[config.mk]
export PLATFORM = sky130hd
export DESIGN_NAME = serial_adder
export DESIGN_NICKNAME = d
export VERILOG_FILES = /design/src/rtl/serial_adder.sv
export SDC_FILE = /design/constraint.sdc
export NUM_CORES = 1
export LEC_CHECK = 0
export CAP_MARGIN = 20
export CORE_AREA = 2 2 71 59
export CTS_BUF_LIST = sky130_fd_sc_hd__clkbuf_8 sky130_fd_sc_hd__clkbuf_16
export CTS_CLUSTER_DIAMETER = 60
export DETAILED_ROUTE_END_ITERATION = 10
export DIE_AREA = 0 0 73 61
export GPL_TIMING_DRIVEN = 0
export PLACE_DENSITY = 0.71
export SLEW_MARGIN = 20
export SYNTH_ARGS = -nofsm -noshare
export SYNTH_HDL_FRONTEND = slang
export SYNTH_SLANG_ARGS = --single-unit
[constraint.sdc]
create_clock -name clk -period 1.55 [get_ports clk]
set_input_delay 0.2325 -clock clk [delete_from_list [all_inputs] [get_ports clk]]
set_output_delay 0.2325 -clock clk [all_outputs]
set_load 0.02 [all_outputs]
[src/rtl/serial_adder.sv]
// Bit-serial adder: one full-adder cell and a carry flip-flop process one operand bit per clock.
// A start/busy/done handshake surrounds the addition; sum and carry hold until the next result completes.
`timescale 1ns/1ps

module serial_adder #(
    parameter int unsigned WIDTH = 8
) (
    input  logic             clk,
    input  logic             rst_n,
    input  logic             start,
    input  logic [WIDTH-1:0] a,
    input  logic [WIDTH-1:0] b,
    input  logic             cin,
    output logic [WIDTH-1:0] sum,
    output logic             carry,
    output logic             busy,
    output logic             done
);

    localparam int unsigned CW = $clog2(WIDTH) + 1;

    typedef enum logic [1:0] {
        IDLE,
        RUN,
        DONE
    } state_t;

    state_t           state;
    logic [WIDTH-1:0] a_sh;
    logic [WIDTH-1:0] b_sh;
    logic [WIDTH-1:0] ps;
    logic             c;
    logic [CW-1:0]    cnt;

    logic [WIDTH-1:0] a_nx;
    logic [WIDTH-1:0] b_nx;
    logic [WIDTH-1:0] ps_nx;
    logic             s_bit;
    logic             c_nx;
    logic             last;

    // Partial sum fills from the MSB; written as shift-then-patch so WIDTH=1 needs no special slice.
    always_comb begin
        s_bit = a_sh[0] ^ b_sh[0] ^ c;
        c_nx  = (a_sh[0] & b_sh[0]) | (c & (a_sh[0] ^ b_sh[0]));
        a_nx  = a_sh >> 1;
        b_nx  = b_sh >> 1;
        ps_nx = ps >> 1;
        ps_nx[WIDTH-1] = s_bit;
        last  = (cnt == CW'(WIDTH - 1));
    end

    always_ff @(posedge clk or negedge rst_n) begin
        if (!rst_n) begin
            state <= IDLE;
            a_sh  <= '0;
            b_sh  <= '0;
            ps    <= '0;
            c     <= 1'b0;
            cnt   <= '0;
            sum   <= '0;
            carry <= 1'b0;
            busy  <= 1'b0;
            done  <= 1'b0;
        end else begin
            case (state)
                IDLE, DONE: begin
                    done <= 1'b0;
                    if (start) begin
                        a_sh  <= a;
                        b_sh  <= b;
                        c     <= cin;
                        ps    <= '0;
                        cnt   <= '0;
                        busy  <= 1'b1;
                        state <= RUN;
                    end else begin
                        state <= IDLE;
                    end
                end
                RUN: begin
                    a_sh <= a_nx;
                    b_sh <= b_nx;
                    c    <= c_nx;
                    ps   <= ps_nx;
                    cnt  <= cnt + 1'b1;
                    if (last) begin
                        sum   <= ps_nx;
                        carry <= c_nx;
                        busy  <= 1'b0;
                        done  <= 1'b1;
                        state <= DONE;
                    end
                end
                default: state <= IDLE;
            endcase
        end
    end

endmodule

==> metrics.cfg <==
[clocking]
cts_tree=done
clock_tree.root_cell=sky130_fd_sc_hd__clkbuf_8
numCtsBuffers=5
insertion_delay_ns=0.28
cts_buffer_depth=2
clkTransAtPathRegs_ns=0.07
htree_levels=2
tritoncts_num_sinks=41

[yosys]
ys_seq_area_share_pct=61.8
synth.lib_cells_used.distinct=19
edff_count_synth=0
synth_seq_cells=41
postSynth.asyncResetShare_pct=100
syn-num-nets=141
post_synth_instance_area_sq_mm=0.00166
synthesized_netlist_cell_count=119
yosys_most_used_dff=sky130_fd_sc_hd__dfrtp_1
postSynthAreaPerCell_sq_um=13.9
yosys_warnings=0

[sta]
rsz_0062_raised_after_global_routing=yes
final-max-slew-violation-count=0
worst_pin_slew_ns=0.310
period_needed_ns=1.57
maxClockFrequency_ghz=0.639
ratio_of_final_minimum_period_to_clock_period_pct=101
fin_skew_ns=0.00483
worst_slack_ns=-0.0153
number_of_failing_setup_endpoints_in_the_final_timing_report=2
worst_slew_margin_rel_pct=79.4
timing_hold_violations_final=0

[worst_setup_path]
critical_path_launch_point_type=register
worstPathMaxFanout=4
critical_path_class=reg -> reg
worstSetupEndpointType=register
cp_data_arrival_time_ns=1.73
cp.required_ns=1.72

[status]
violations=setup timing
status=complete, but fails checks

[place]
dp_hpwl_mm=2.17
placed_cell_area_sq_mm=0.00203
port-buffer-count=30
gpl.final_weighted_congestion=0.767

[power]
static-leakage-power_nw=1.12
power_density_mw_per_mm2=2070
total_power_mw=4.61
vdd_drop_max_mv=0.937

[detailed_routing]
wirelength_mm=3.22
detail_route.iter0.violations=63
vias_per_cell=5.38
drtPass1Iterations=4
drt.antenna.violating_nets=0
detail_route.wl_per_cell_microns=15.5
drt_drc_violations_left=0
dr_total_vias=1120

[floorplan]
design.die.area_sq_mm=0.00445
rows=20
floorplan.initialDensity_pct=44.5
die_h_microns=61
die_width_microns=73
core_area_sq_mm=0.00373
io_pins=31

[final_layout]
final_nets=185
fillerInstances=304
antenna_cells=0
mostFrequentLayoutCells=sky130_fd_sc_hd__dfrtp_1 (41), sky130_fd_sc_hd__clkdlybuf4s50_1 (29), sky130_fd_sc_hd__a22o_1 (26), sky130_fd_sc_hd__a21o_1 (16), sky130_fd_sc_hd__buf_4 (8)
drive_gt1_share_pct=23.2
syn2layout_area_growth_pct=34.4
design_area_sq_mm=0.00223
layout.cells.most_common=sky130_fd_sc_hd__dfrtp_1
fin_util_pct=59.8

[job]
timing.max_cap.violations=0

[global_routing]
grtUsageTotal_pct=15.7
grt_start_max_net_pins=30
number_of_global_route_vias_before_repair=1114
grt.overflow.total=0
grt_antenna_before_repair=0
global_route_wire_length_before_repair_mm=5.30

[hold_path]
timing.hold.worst.class=in -> async

## cells in the mapped netlist (2+ instances only)
library cell / n / share of area (%)
sky130_fd_sc_hd__buf_4: 2 / 0.90
sky130_fd_sc_hd__dfrtp_1: 41 / 62
sky130_fd_sc_hd__a21o_1: 16 / 7.2
sky130_fd_sc_hd__nand2_1: 3 / 0.68
sky130_fd_sc_hd__nor2_1: 2 / 0.45
sky130_fd_sc_hd__a22o_1: 26 / 14
sky130_fd_sc_hd__buf_2: 6 / 1.8
sky130_fd_sc_hd__mux2_2: 9 / 6.1
sky130_fd_sc_hd__mux2i_1: 2 / 1.2
sky130_fd_sc_hd__o21ai_0: 2 / 0.60
sky130_fd_sc_hd__nor2b_1: 2 / 0.75
## per-layer routing
metal	share of wire [%]	up-vias	track usage, %	routed length, microns
met1	48	574	22.3	1550
li1	-	528	-	-
met2	48	16	24.8	1540
met5	0	-	0	0
met3	2.9	2	2.99	93
met4	0.90	0	4.76	29
## cell type report
type | instances | area (sq um) | area share, %
sequential | 41 | 1030 | 46.0
timing repair buffer | 37 | 363 | 16.3
multi-input combinational | 69 | 621 | 27.8
buffer | 8 | 60.1 | 2.69
inverter | 1 | 3.75 | 0.168
tap | 44 | 55.1 | 2.47
clock buffer | 7 | 96.3 | 4.32
clock inverter | 1 | 5.00 | 0.224
## logic make-up (layout without fill, tap and decap cells)
kind of cell,Yosys count,in the layout,share of synthesized area (%)
adders and majority gates,2,2,1.96
xor gates and xnor gates,1,1,0.528
muxes,11,11,7.32
DFF,41,41,61.8
buffers and inverters,9,54,2.94
AOI/OAI and AO/OA,44,44,21.6
and+or+nand+nor,11,11,3.85
## final timing paths
check | start | to | slack, ns | cells past startpoint
worst max-delay path | cnt[0]$_DFFE_PN0P_ | sum[6]$_DFFE_PN0P_ | -0.02 | 5
worst min-delay path | rst_n | a_sh[6]$_DFFE_PN0P_ | 0.38 | 2
worst max register to register | cnt[0]$_DFFE_PN0P_ | sum[6]$_DFFE_PN0P_ | -0.02 | 5
worst min register to register | a_sh[4]$_DFFE_PN0P_ | a_sh[4]$_DFFE_PN0P_ | 0.48 | 1
max in group asynchronous | rst_n | sum[5]$_DFFE_PN0P_ | 0.73 | 3
min in group clk | a_sh[4]$_DFFE_PN0P_ | a_sh[4]$_DFFE_PN0P_ | 0.48 | 1
## critical path, cell delays in order, from the launching register on
cell	delay (ns)
sky130_fd_sc_hd__dfrtp_1	0.39
sky130_fd_sc_hd__ha_2	0.21
sky130_fd_sc_hd__nand2_2	0.07
sky130_fd_sc_hd__nor3b_4	0.26
sky130_fd_sc_hd__buf_4	0.19
sky130_fd_sc_hd__mux2_2	0.33
## report_power, final
group          total (mW)  switching [mW]  internal [mW]
clock network       0.736           0.334          0.402
registers            1.86           0.307           1.55
logic                2.02           0.892           1.13
total                4.61            1.53           3.08
## metrics by stage
| stage | setup slack (ns) | hold slack, ns | cells | TNS [ns] |
|---|---|---|---|---|
| floorplan | 0.0613 | -0.0631 | 119 | 0 |
| global placement | -0.689 | 0.459 | 193 | -31.98 |
| detailed placement | -0.330 | 0.143 | 194 | -4.36 |
| CTS | -0.00684 | 0.374 | 204 | -0.00684 |
| global route | -0.0577 | 0.412 | 208 | -0.388 |
| finish | -0.0153 | 0.382 | 208 | -0.0264 |
## registers in the layout (all words and copies together) (netlist names)
signal	count
sum	8
cnt	4
c	1
ps	7
b_sh	8
a_sh	8
busy	1
carry	1
done	1
state	2
## repair_timing
action	CTS	global route
gates resized for setup	5	14
pin swaps	1	2
setup buffers	1	3
hold endpoints to repair	12	0
endpoints found under the setup margin	8	16
hold buffers	1	0
gates cloned	0	1
Note: power is estimated with default switching activity, not from simulation.
